File: src/rtl/gate_sweep_pkg.sv
// rtl/gate_sweep_pkg.sv - shared types and constants for the AND-gate sweep controller
package gate_sweep_pkg;

  localparam int VEC_W   = 3;
  localparam int VEC_CNT = 8;

  typedef enum logic [1:0] {
    IDLE   = 2'd0,
    SETTLE = 2'd1,
    SAMPLE = 2'd2,
    DONE   = 2'd3
  } state_e;

endpackage

File: src/rtl/sweep_vec_enc.sv
// rtl/sweep_vec_enc.sv - sweep index to {x,y,w} vector encoder
// Define SWEEP_GRAY_EN for Gray-code ordering; default ordering is binary.
module sweep_vec_enc
  import gate_sweep_pkg::*;
(
  input  logic [VEC_W-1:0] idx_i,
  output logic [VEC_W-1:0] vec_o
);

`ifdef SWEEP_GRAY_EN
  // Only one gate input toggles between consecutive vectors.
  assign vec_o = idx_i ^ (idx_i >> 1);
`else
  assign vec_o = idx_i;
`endif

endmodule

File: src/rtl/gate_sweep_ctrl.sv
// rtl/gate_sweep_ctrl.sv - drives all eight input vectors into a 3-input AND gate and scores its response
// Vector ordering is selected in sweep_vec_enc by SWEEP_GRAY_EN.
module gate_sweep_ctrl
  import gate_sweep_pkg::*;
#(
  parameter int SETTLE_CYCLES = 2
) (
  input  logic       clk,
  input  logic       rst,
  input  logic       start,
  output logic       x,
  output logic       y,
  output logic       w,
  input  logic       z,
  output logic       busy,
  output logic       done,
  output logic       pass,
  output logic [3:0] err_cnt,
  output logic [2:0] first_fail,
  output logic       fail_valid
);

  localparam logic [3:0]       SETTLE_LAST = 4'(SETTLE_CYCLES - 1);
  localparam logic [VEC_W-1:0] IDX_LAST    = VEC_W'(VEC_CNT - 1);

  state_e           state_q, state_d;
  logic [VEC_W-1:0] idx_q, idx_d;
  logic [3:0]       cnt_q, cnt_d;
  logic [3:0]       err_q, err_d;
  logic             pass_q, pass_d;
  logic [VEC_W-1:0] ff_q, ff_d;
  logic             fv_q, fv_d;
  logic [VEC_W-1:0] vec;
  logic             drive_en;

  sweep_vec_enc u_enc (
    .idx_i (idx_q),
    .vec_o (vec)
  );

  always_ff @(posedge clk) begin
    if (rst) begin
      state_q <= IDLE;
      idx_q   <= '0;
      cnt_q   <= '0;
      err_q   <= '0;
      pass_q  <= 1'b0;
      ff_q    <= '0;
      fv_q    <= 1'b0;
    end else begin
      state_q <= state_d;
      idx_q   <= idx_d;
      cnt_q   <= cnt_d;
      err_q   <= err_d;
      pass_q  <= pass_d;
      ff_q    <= ff_d;
      fv_q    <= fv_d;
    end
  end

  always_comb begin
    state_d = state_q;
    idx_d   = idx_q;
    cnt_d   = cnt_q;
    err_d   = err_q;
    pass_d  = pass_q;
    ff_d    = ff_q;
    fv_d    = fv_q;
    case (state_q)
      IDLE: begin
        if (start) begin
          state_d = SETTLE;
          idx_d   = '0;
          cnt_d   = '0;
          err_d   = '0;
          pass_d  = 1'b0;
          ff_d    = '0;
          fv_d    = 1'b0;
        end
      end
      SETTLE: begin
        if (cnt_q == SETTLE_LAST) begin
          state_d = SAMPLE;
          cnt_d   = '0;
        end else begin
          cnt_d = cnt_q + 4'd1;
        end
      end
      SAMPLE: begin
        if (z != (&vec)) begin
          err_d = err_q + 4'd1;
          if (!fv_q) begin
            ff_d = vec;
            fv_d = 1'b1;
          end
        end
        if (idx_q == IDX_LAST) begin
          state_d = DONE;
          // pass must already be valid during the DONE cycle, so use the final count
          pass_d  = (err_d == 4'd0);
        end else begin
          state_d = SETTLE;
          idx_d   = idx_q + 1'b1;
        end
      end
      DONE: begin
        state_d = IDLE;
      end
      default: begin
        state_d = IDLE;
      end
    endcase
  end

  assign drive_en   = (state_q == SETTLE) || (state_q == SAMPLE);
  assign busy       = drive_en;
  assign done       = (state_q == DONE);
  assign {x, y, w}  = drive_en ? vec : '0;
  assign pass       = pass_q;
  assign err_cnt    = err_q;
  assign first_fail = ff_q;
  assign fail_valid = fv_q;

endmodule

File: config.mk
export PLATFORM = sky130hd
export DESIGN_NAME = gate_sweep_ctrl
export DESIGN_NICKNAME = d
export VERILOG_FILES = /design/src/rtl/gate_sweep_pkg.sv /design/src/rtl/sweep_vec_enc.sv /design/src/rtl/gate_sweep_ctrl.sv
export SDC_FILE = /design/constraint.sdc
export NUM_CORES = 1
export LEC_CHECK = 0
export ABC_AREA = 1
export CAP_MARGIN = 30
export CORE_ASPECT_RATIO = 1.2
export CORE_MARGIN = 10
export CORE_UTILIZATION = 43
export CTS_CLUSTER_DIAMETER = 30
export CTS_CLUSTER_SIZE = 24
export DETAILED_ROUTE_END_ITERATION = 6
export DONT_BUFFER_PORTS = 1
export PLACE_DENSITY = 0.66
export SYNTH_ARGS = -nofsm -noshare
export SYNTH_HDL_FRONTEND = slang
export SYNTH_SLANG_ARGS = --single-unit
File: constraint.sdc
create_clock -name clk -period 2.28 [get_ports clk]
set_clock_uncertainty 0.2 [all_clocks]
set_input_delay 0.228 -clock clk [delete_from_list [all_inputs] [get_ports clk]]
set_output_delay 0.228 -clock clk [all_outputs]
set_load 0.01 [all_outputs]
* Yosys cells after proc, flatten, opt, wreduce, memory -nomap -nowiden *
Index checks and enable logic that the tools add are counted.

storage, ports and cells
  register bits = 18
  input port bits = 4
  output and inout port bits = 14
  word-level logic and storage cells = 57

operators by class
  add/subtract/negate cells = 3
  equality and inequality tests = 12
  multiplexer cells = 22
  reductions and logical operators = 13

operator list
  operator                                                               count
  4-bit two-way mux                                                      4
  4-bit one-hot mux with 2 select lines                                  2
  3-bit two-way mux                                                      5
  2-bit != test, second input constant                                   6
  3-bit one-hot mux with 2 select lines                                  2
  3-bit AND reduction                                                    4
  4-bit by 1-bit adder with 4-bit output, second input constant          2
  2-bit one-hot mux with 4 select lines                                  1
  2-bit two-way mux                                                      3
  2-bit AND reduction                                                    3
  2-bit equality test, second input constant                             2
  4-bit by 1-bit equality test with 1-bit output, second input constant  1
  4-bit logical NOT                                                      1
  1-bit one-hot mux with 2 select lines                                  2
  4-bit AND reduction                                                    1
  2-bit nonzero test                                                     2
  3-bit by 1-bit adder with 3-bit output, second input constant          1
  3-bit equality test, second input constant                             1
  1-bit two-way mux                                                      3
  2-bit by 1-bit equality test with 1-bit output, second input constant  1
  2-bit logical NOT                                                      1
  1-bit logical OR                                                       1
  1-bit != test                                                          1

* Longest topological paths before layout *
Gate-level depths: netlist of the first run.

  word-level depth = 7
  gate-level depth with buffers = 12
  mapped depth without buffers = 12

* Modules after synthesis *
A second synthesis of the first run with hierarchy kept.

unflattened totals
  cell total of the unflattened synthesis = 157
  area total of the unflattened synthesis = 1108.6 um^2

by module, submodules not included
  module           instances  cells each  area an instance (um^2)  seq. area each (um^2)
  gate_sweep_ctrl  1          154         1086.0                   360.3
  sweep_vec_enc    1          3           22.5                     0.0

* Worst setup path after synthesis of the first run *
OpenSTA, ideal clock, no wires.

  path type = register to register
  start = register idx_q[0]
  end = register pass_q (netlist: pass)
  setup time = 0.128 ns
  arrival = 1.292 ns
  required time = 1.952 ns
  path slack = 0.660 ns
  stages on the path, launching flop included = 13
  path buffers = 0
  period minus slack after synthesis = 1.620 ns
  cell sequence = dfxtp_1 -> ha_1 -> ha_1 -> inv_1 -> nand2_2 -> nand2_4 -> nand2_1 -> nand2_1 -> nand2_1 -> nand2_1 -> nor2_1 -> nor2_1 -> nor2_1

on the way
  cells in the longest elaborated chain, start to end = 7
  elaborated cells between the ends (all ways) = 10
  classes of those cells = 3 x eq/ne; 4 x mux; 3 x reduce/logical

RTL lines
  element                                line                    RTL
  start, declared                        gate_sweep_ctrl.sv:27   logic [VEC_W-1:0] idx_q, idx_d;
  start signal, assigned                 gate_sweep_ctrl.sv:52   idx_q <= idx_d;
  3-bit AND reduction                    gate_sweep_ctrl.sv:90   if (z != (&vec)) begin
  1-bit != test                          gate_sweep_ctrl.sv:90
  4-bit two-way mux                      gate_sweep_ctrl.sv:90
  4-bit two-way mux                      gate_sweep_ctrl.sv:69   case (state_q)
  4-bit logical NOT                      gate_sweep_ctrl.sv:100  pass_d = (err_d == 4'd0);
  1-bit two-way mux                      gate_sweep_ctrl.sv:97   if (idx_q == IDX_LAST) begin
  1-bit one-hot mux with 2 select lines  gate_sweep_ctrl.sv:69
  end signal, assigned                   gate_sweep_ctrl.sv:55   pass_q <= pass_d;
  end, declared                          gate_sweep_ctrl.sv:30   logic pass_q, pass_d;

Several ways; a longest one is shown, not always the timed one. The select of a mux whose other input is x is not followed.
A chain may end at the register's enable or synchronous reset.

* Worst setup path after layout of the first run *
  start = register state_q[1]
  end = output port x

on the way
  cells in the longest elaborated chain, start to end = 3
  elaborated cells between the ends (all ways) = 4
  classes of those cells = 2 x eq/ne; 1 x mux; 1 x reduce/logical

RTL lines
  element                                                                                line                    RTL
  start, declared                                                                        gate_sweep_ctrl.sv:26   state_e state_q, state_d;
  start signal, assigned                                                                 gate_sweep_ctrl.sv:51   state_q <= state_d;
  2-bit by 1-bit equality test with 1-bit output or 2-bit equality test (tied branches)  gate_sweep_ctrl.sv:115  assign drive_en = (state_q == SETTLE) || (state_q == SAMPLE);
  1-bit logical OR *                                                                     gate_sweep_ctrl.sv:115
  named net busy                                                                         gate_sweep_ctrl.sv:15   output logic busy,
  3-bit two-way mux *                                                                    gate_sweep_ctrl.sv:118  assign {x, y, w} = drive_en ? vec : '0;
  end, declared                                                                          gate_sweep_ctrl.sv:11   output logic x,

Mark *: on every way through the listed nets, which the timed path passes. The rest lies on a longest branch.

==> results.yml, run 1 <==
outcome:
  outcome: "finished clean"
pwr:
  leakagePower_nw: 0.524
  power.density_mw_per_mm2: 829
  ir_worst_vdd_uv: 430
sta:
  tightestPinTransition_ps: 548
  period_needed_ps: 1850
  clock.fmax_mhz: 541
  grt_setup_unrepaired: "no"
  tns_ps: 0
  hold_viol_final: 0
  setup_violations: 0
  slew_violations: 0
  worst_slack_ps: 430
  slew-limit-headroom_pct: 63.3
  finalCritPeriodShare_pct: 81.1
synth:
  synth.avg_cell_area_um2: 6.83
  synth_warnings: 0
  ys_seq_elements: 18
  netlist-cell-type-count: 19
  synth_cells: 159
  synth_seq_area_share_pct: 33.2
  syn-cell-area_mm2: 0.00109
  synth_nets: 174
grt:
  antenna_found_initial: 0
  grt_pass1_vias: 900
  grt_start_max_net_pins: 16
  grt_first_pass_wirelength_um: 3890
  grtUsageTotal_pct: 9.83
  grt_overflow: 0
floorplan:
  dieWidth_um: 65.9
  die_h_um: 75.1
  rows: 19
  coreArea_mm2: 0.00235
  die_area_mm2: 0.00494
  ios: 18
  initial_core_util_pct: 46.1
critical_path:
  reg2reg_depth: 8
  critPathCaptureType: "primary output"
  start_kind: "register"
  ff2ff_setup_slack_ps: 490
  cp.arrival_ps: 1420
  critPathMaxFanout: 4
  crit_end: "x"
  crit_type: "register to primary output"
  setup.worst_path.start: "state_q[1]"
  critPathRequiredTime_ps: 1850
  r2r_start: "idx_q[0]"
  rr_endpoint: "first_fail[0]"
cts:
  root_buffer: "clkbuf_4"
  clkLatencyLatePin_ps: 300
  htreeDepth: 1
  clockBufferDepth: 2
  post_cts_resized: 0
  cts_tree: "done"
  path_clk_slew_ps: 100
  numCtsBuffers: 3
  cts.sinks: 18
route:
  ant_nets: 0
  drcViolationCount: 0
  first_pass_iters: 4
  vias: 985
  viasPerCell: 5.08
  drt_iter0_markers: 54
  drt_wl_total_um: 2260
  routedWlPerCell_um: 11.6
placed_design:
  hpwl_um: 1800
  gp_congestion: 0.842
  portBuffers: 0
  pre_cts_slack_ps: 519
final_layout:
  num_antenna_cells: 0
  fin_nets: 179
  fill_cells: 250
  drive_gt1_share_pct: 9.82
  syn_to_final_growth_pct: 7.49
run:
  drv_cap: 0
min_path:
  hp-class: "primary input to register"
[power by group]
group,total [W],switching (W),internal (W)
logic,0.000377,0.000256,0.000121
clock network,0.000201,0.000103,0.0000976
registers,0.000390,0.0000430,0.000347
total,0.000968,0.000402,0.000566
[cells in the mapped netlist]
master	count	area [um2]
clkbuf_1	1	3.75
a21oi_1	16	80.1
inv_1	25	93.8
nand3_1	14	70.1
nand2_1	42	158
nand2_4	1	11.3
a211oi_1	1	7.51
xor2_1	1	8.76
inv_2	3	11.3
ha_1	11	138
nand2_2	3	18.8
nor3_1	1	5.00
nand3b_1	1	7.51
a21oi_2	1	8.76
o21ai_2	4	35.0
o21a_1	1	7.51
o21ai_0	4	20.0
nor2_1	11	41.3
dfxtp_1	18	360
[registers in the layout, summed over array words and instances, names as in the netlist]
register	count
cnt_q	4
err_cnt	4
first_fail	3
idx_q	3
state_q	2
fail_valid	1
pass	1
[cells in the final DEF, fill, tap and decap left out, drive strengths merged, types with 4 or more instances in the layout]
cell,count
ha,11
nand3,14
o21ai,8
nor2,11
inv,28
clkbuf,4
a21oi,17
nand2,46
dfxtp,18
[area by class of cell]
class	instances	area [um2]	share of cell area, %
Inverter	28	105	9.00
Timing Repair Buffer	1	10.0	0.857
Sequential cell	18	360	30.9
Multi-Input combinational cell	112	617	52.8
Tap cell	31	38.8	3.32
Clock buffer	4	36.3	3.11
[metal layers]
layer / GRT usage, % / routed length, um / vias to the layer above
li1: - / - / 511
met1: 11.6 / 1000 / 451
met2: 15.4 / 1060 / 18
met3: 3.41 / 142 / 5
met4: 5.00 / 48 / 0
met5: 0 / 0 / -
[through the flow]
step           util (%)  total power [W]  cell area [um2]  std cells  hold slack, ps
2_1_floorplan         -         0.000697             1090        159            97.1
3_3_place_gp       47.6         0.000762             1120        189            99.6
3_5_place_dp       47.6         0.000772             1120        189             102
4_1_cts            49.6         0.000979             1170        194            52.0
5_1_grt            49.6          0.00105             1170        194            91.7
6_report           49.6         0.000968             1170        194            49.6
[worst min-delay path by stage]
stage / start / endpoint / slack, ps / depth (start not counted)
floorplan: rst / first_fail[0] / 100 / 1
global placement: rst / first_fail[0] / 100 / 1
detailed placement: rst / state_q[0] / 100 / 1
CTS: z / err_cnt[0] / 50 / 4
global route: z / err_cnt[0] / 90 / 4
finish: z / err_cnt[0] / 50 / 4
[logic make-up after synthesis]
kind of cell,Yosys count,share of synthesized area (%)
AND/OR/NAND/NOR,73,28.7
buffers and inverters,29,10.0
AO/OA/AOI/OAI,27,14.6
flip-flops,18,33.2
adder cells (fa/ha/maj),11,12.7
XOR/XNOR,1,0.807
[critical path, cell delays in order (launching register included)]
cell and delay, ps:
dfxtp_1 410, inv_1 120, ha_1 410, nand2_1 80, inv_1 110
[timing repair]
| action | 4_1_cts | 5_1_grt |
|---|---|---|
| hold buffers | 1 | 0 |
| setup buffers | 0 | 0 |
| endpoints found under the hold margin | 18 | 0 |
Note: power is estimated with default switching activity, not from simulation.
==> run 2: changes to the inputs <==
Settings changed: PLACE_DENSITY 0.66 to 0.68.
Clock period 2.28 ns to 1.5 ns, I/O delays scaled along.
==> results.yml, run 2 (synthesis results as in run 1) <==
outcome:
  outcome: "finished with violations"
  violations: "negative hold slack, negative setup slack"
final_layout:
  post-route-util_pct: 68.4
  syn_to_final_growth_pct: 48.2
  num_antenna_cells: 0
  fin_nets: 202
  seq_area_um2: 370
  fill_cells: 195
  final_common_cell: "nand2_1"
  stdcell_area_mm2: 0.00161
  layout_common_cells: "nand2_1, buf_4, inv_1"
  multiInputGateArea_um2: 855
  drive_gt1_share_pct: 48.4
pwr:
  combPwrFrac_pct: 58.3
  power_frac_clock_pct: 14.1
  p_sw_w: 0.000933
  p_sw_share_pct: 42.3
  leakagePower_nw: 0.665
  p_seq_share_pct: 27.6
  p_int_w: 0.00127
  ir_worst_vdd_uv: 902
  power.density_mw_per_mm2: 1370
route:
  drcViolationCount: 0
  first_pass_iters: 4
  drt_wl_total_um: 2830
  maxUsedRoutingLayer: "met4"
  drt_iter0_markers: 39
  ant_nets: 0
  routedWlPerCell_um: 13.0
  wl_met1_um: 1100
  vias: 1112
  wl_met3_um: 150
  viasPerCell: 5.12
  met2_length_um: 1530
min_path:
  hold_start: "rst"
  hp-class: "primary input to register"
  holdPathStages: 1
cts:
  clockBufferDepth: 2
  clkLatencyLatePin_ps: 300
  htreeDepth: 1
  cts.sinks: 18
  postCtsHoldBufs: 1
  root_buffer: "clkbuf_4"
  path_clk_slew_ps: 110
  cts_tree: "done"
  numCtsBuffers: 3
critical_path:
  crit_type: "register to register"
  setup.worst_path.start: "idx_q[1]"
  start_kind: "register"
  crit_top_cell: "nor2_1"
  critPathRequiredTime_ps: 1520
  critPathCaptureType: "register"
  cp.arrival_ps: 1610
  path_cells: "ha_4 -> ha_4 -> inv_2 -> nand2_4 -> nand2_4 -> nand2_2 -> nand2_2 -> nand2_1 -> nand2_1 -> nor2_1 -> nor2_1 -> nor2_1"
  cp.depth: 12
  critPathMaxFanout: 5
  reg2reg_depth: 12
  slowest_delay_ps: 350
  critPathBufInv: 1
  r2r_start: "idx_q[1]"
  crit_family: "simple AND/OR/NAND/NOR gates"
  slowest_stage: "dfxtp_2"
sta:
  grt_setup_unrepaired: "yes"
  worst_slack_ps: -91.2
  whs_ps: -309
  tightestPinTransition_ps: 292
  slew-limit-headroom_pct: 80.5
  finalCritPeriodShare_pct: 106
  period_needed_ps: 1590
  hold_viol_final: 14
  slew_violations: 0
  setup_violations: 16
  clock.fmax_mhz: 628
placed_design:
  portBuffers: 0
  hpwl_um: 2030
  pre_cts_slack_ps: -84.6
  placed_area_mm2: 0.00130
  gp_congestion: 0.824
floorplan:
  coreArea_mm2: 0.00235
  die_area_mm2: 0.00494
  initial_core_util_pct: 46.1
  dieWidth_um: 65.9
  die_h_um: 75.1
  rows: 19
  ios: 18
grt:
  grtUsageTotal_pct: 11.5
  antenna_found_initial: 0
  grt_start_max_net_pins: 16
  grt_first_pass_wirelength_um: 4510
  grt_pass1_vias: 1089
  grt_overflow: 0
run:
  drv_cap: 0
[run 2: changes by cell type in the layout (fill, tap and decap cells not counted), moves of 6 or more]
| cell | previous run | this run |
|---|---|---|
| buf_4 | 0 | 20 |
| inv_1 | 25 | 13 |
| nand2_1 | 42 | 31 |
| inv_2 | 3 | 12 |
| a21oi_1 | 16 | 9 |
| ha_1 | 11 | 4 |
| a21oi_2 | 1 | 7 |
| dfxtp_1 | 18 | 12 |
| ha_4 | 0 | 6 |
| nand2_2 | 3 | 9 |
[run 2: metrics by stage]
stage               instances  total power, W  setup TNS [ps]  hold slack, ps
floorplan                 159         0.00108           -22.2            19.1
global placement          207         0.00135            -153            19.3
detailed placement        207         0.00138            -656            21.0
CTS                       215         0.00197            -513            -316
global route              217         0.00234           -1770            -321
finish                    217         0.00220            -564            -309
[run 2: path summary, 6_finish.rpt]
path | end | slack (ps)
max | pass | -90
min | idx_q[1] | -310
max reg2reg | pass | -90
min reg2reg | cnt_q[1] | 280
[run 2: power by group through the flow]
stage | registers (W) | clock network, W | logic [W]
3_3_place_gp | 0.000594 | 0 | 0.000757
2_1_floorplan | 0.000599 | 0 | 0.000480
3_5_place_dp | 0.000597 | 0 | 0.000784
4_1_cts | 0.000595 | 0.000324 | 0.00105
6_report | 0.000608 | 0.000311 | 0.00129
5_1_grt | 0.000617 | 0.000331 | 0.00139
[run 2: repair_timing]
action / in CTS / in global routing
endpoints found under the hold margin: 18 / 14
gates resized for setup: 28 / 38
endpoints found under the setup margin: 19 / 20
buffers inserted: 3 / 2
pin swaps: 18 / 10
[run 2: worst register-to-register path, cell delays in order, from the launching register on]
cell and delay, ps:
dfxtp_2 350, ha_4 170, ha_4 170, inv_2 60, nand2_4 60, nand2_4 80
nand2_2 50, nand2_2 70, nand2_1 50, nand2_1 60, nor2_1 40, nor2_1 90
nor2_1 40
[run 2: area by class of cell]
type	instances	area share, %
Sequential cell	18	23.0
Tap cell	31	2.41
Timing Repair Buffer	24	12.1
Multi-Input combinational cell	112	53.1
Inverter	28	7.15
Clock buffer	4	2.26
[run 2: layer usage]
layer	vias up	track usage (%)
li1	556	-
met1	532	11.0
met2	18	21.5
met3	6	3.71
met4	0	6.19
met5	-	0
==> run 3: changes to the inputs <==
Settings changed: ABC_AREA 1 to default, SYNTH_HIERARCHICAL from default to 1.
==> results.yml, run 3 <==
pwr:
  p_sw_w: 0.000941
  p_seq_share_pct: 23.9
  power.density_mw_per_mm2: 1280
  p_int_w: 0.00146
  combPwrFrac_pct: 65.3
  leakagePower_nw: 0.723
  power_frac_clock_pct: 10.8
  power.total_w: 0.00240
  p_sw_share_pct: 39.1
  ir_worst_vdd_uv: 850
sta:
  setup_violations: 21
  slew_violations: 0
  tightestPinTransition_ps: 403
  slew-limit-headroom_pct: 73.1
  period_needed_ps: 1820
  clock.fmax_mhz: 550
  hold_viol_final: 18
  finalCritPeriodShare_pct: 121
  worst_slack_ps: -320
  whs_ps: -296
  grt_setup_unrepaired: "yes"
run:
  drv_cap: 0
synth:
  synth_top_area_share_pct: 28.9
  synth_seq_area_share_pct: 28.9
  synth.avg_cell_area_um2: 8.49
  ys_seq_elements: 18
  synth_top_family_by_area: "simple AND/OR/NAND/NOR gates"
  synth_cells: 147
  synth_most_common_cell: "dfxtp_1"
  yosys-top-cells-count: "dfxtp_1, inv_1, nand2_1, nor2_1, ha_1"
  synth.largest_area_cell: "dfxtp_1"
  syn-cell-area_mm2: 0.00125
  netlist-cell-type-count: 42
  synthAdderAreaFrac_pct: 10.0
  synthXorXnorAreaFrac_pct: 1.40
  synth_nets: 161
  synth_compound_area_share_pct: 15.7
  synthTopCellsByArea: "dfxtp_1, ha_1, mux2i_1, a21oi_1, inv_1"
  async_flop_share_pct: 0
  synth_mux_area_share_pct: 8.32
  synth_enable_flop_cells: 0
  synth_top_flop_cell: "dfxtp_1"
  synthSimpleGateAreaFrac_pct: 27.1
  synth_warnings: 6
grt:
  grt_pass1_vias: 1293
  grt_util_met1_pct: 12.3
  grt_overflow: 0
  busiest_layer: "met2"
  grt_first_pass_wirelength_um: 6130
  grt_start_max_net_pins: 25
  grt_use_met3_pct: 3.61
  grtUsageTotal_pct: 13.2
  antenna_found_initial: 0
  use_met2_pct: 25.8
cts:
  htreeDepth: 1
  clockBufferDepth: 2
  clkLatencyLatePin_ps: 290
  root_buffer: "clkbuf_4"
  numCtsBuffers: 3
  path_clk_slew_ps: 110
  cts_tree: "done"
  postCtsHoldBufs: 2
  cts.sinks: 18
min_path:
  hold-path-endpoint: "state_q[1]"
  hold_start: "rst"
  hp-class: "primary input to register"
  holdPathStages: 1
route:
  viasPerCell: 5.90
  first_pass_iters: 4
  drt_wl_total_um: 3970
  drcViolationCount: 0
  ant_nets: 0
  vias: 1268
  routedWlPerCell_um: 18.5
  drt_iter0_markers: 162
placed_design:
  portBuffers: 0
  numPlacedInstances: 200
  hpwl_um: 2410
  gp_congestion: 0.843
critical_path:
  critPathRequiredTime_ps: 1510
  start_kind: "register"
  path_cells: "inv_4 -> buf_12 -> ha_4 -> mux2i_4 -> a21oi_2 -> or3_1 -> a22oi_1"
  critPathBufInv: 2
  rr_endpoint: "pass"
  crit_family: "flip-flops"
  critPathMaxFanout: 5
  r2r_start: "state_q[0]"
  setup.worst_path.start: "state_q[0]"
  crit_type: "register to register"
  cp.depth: 7
  slowest_stage: "dfxtp_4"
  ff2ff_setup_slack_ps: -320
  reg2reg_depth: 7
  cp.arrival_ps: 1830
  slowest_delay_ps: 370
  critPathCaptureType: "register"
floorplan:
  die_h_um: 79
  ios: 18
  initial_core_util_pct: 44.8
  coreArea_mm2: 0.00279
  die_area_mm2: 0.00546
  rows: 21
  dieWidth_um: 69.2
final_layout:
  final_common_cell: "buf_4"
  syn_to_final_growth_pct: 50.5
  instances_no_fill: 215
  fin_nets: 196
  layout_common_cells: "buf_4, nand2_1, nor2_1, dfxtp_1, buf_6"
  drive_gt1_share_pct: 49.7
  num_antenna_cells: 0
outcome:
  violations: "negative hold slack, negative setup slack"
  outcome: "finished with violations"
run 3: cell count changes in the layout (fill, tap and decap cells not counted), sizes merged, moves of 5 or more:
cell and delta:
nand2 -35, inv -17, buf +14, a21oi -8, mux2i +8, nand3 -7, nand2b +5
run 3: metal layers:
layer  vias to the layer above  share of wire [%]
met5                         -                  0
met4                         0                4.4
met3                        14                7.1
met2                        54                 54
met1                       612                 35
li1                        588                  -
run 3: cell type report:
class,instances,area (um2)
Multi-Input combinational cell,109,1040
Tap cell,34,42.5
Fill cell,210,908
Inverter,11,46.3
Clock buffer,4,26.3
Sequential cell,18,379
Timing Repair Buffer,39,344
run 3: stage by stage:
step           area [um2]  util (%)  setup slack, ps  setup TNS (ps)
2_1_floorplan        1350         -             -227            -904
3_3_place_gp         1520      54.6             -155           -1140
3_5_place_dp         1520      54.6             -187           -1770
4_1_cts              1770      63.5             -203           -1700
5_1_grt              1880      67.4             -392           -4150
6_report             1880      67.4             -320           -2840
run 3: worst reg2reg max path: stages (launching register included):
cell,delay (ps)
dfxtp_4,370
inv_4,50
buf_12,120
ha_4,170
mux2i_4,220
a21oi_2,70
or3_1,330
a22oi_1,220
run 3: how the worst max path moves through the flow:
| stage | slack, ps | end |
|---|---|---|
| finish | -320 | pass |
| global placement | -160 | pass |
| detailed placement | -190 | pass |
| floorplan | -230 | pass |
| CTS | -200 | pass |
| global route | -390 | pass |
run 3: power groups by stage:
stage / registers, W / clock network [W] / logic [W]
2_1_floorplan: 0.000599 / 0 / 0.000674
3_3_place_gp: 0.000579 / 0 / 0.00102
3_5_place_dp: 0.000582 / 0 / 0.00105
4_1_cts: 0.000572 / 0.000264 / 0.00137
5_1_grt: 0.000579 / 0.000296 / 0.00167
6_report: 0.000574 / 0.000260 / 0.00157
run 3: timing repair:
action / 4_1_cts / 5_1_grt
hold endpoints to repair: 18 / 18
pin swaps: 20 / 13
gates resized for setup: 30 / 20
setup buffers: 6 / 4
endpoints found under the setup margin: 21 / 21
run 3: cell families after synthesis:
logic type,Yosys count
buffers and inverters,20
adders and majority gates,10
DFF,18
muxes,9
AOI/OAI and AO/OA,28
and+or+nand+nor,60
xor gates and xnor gates,2
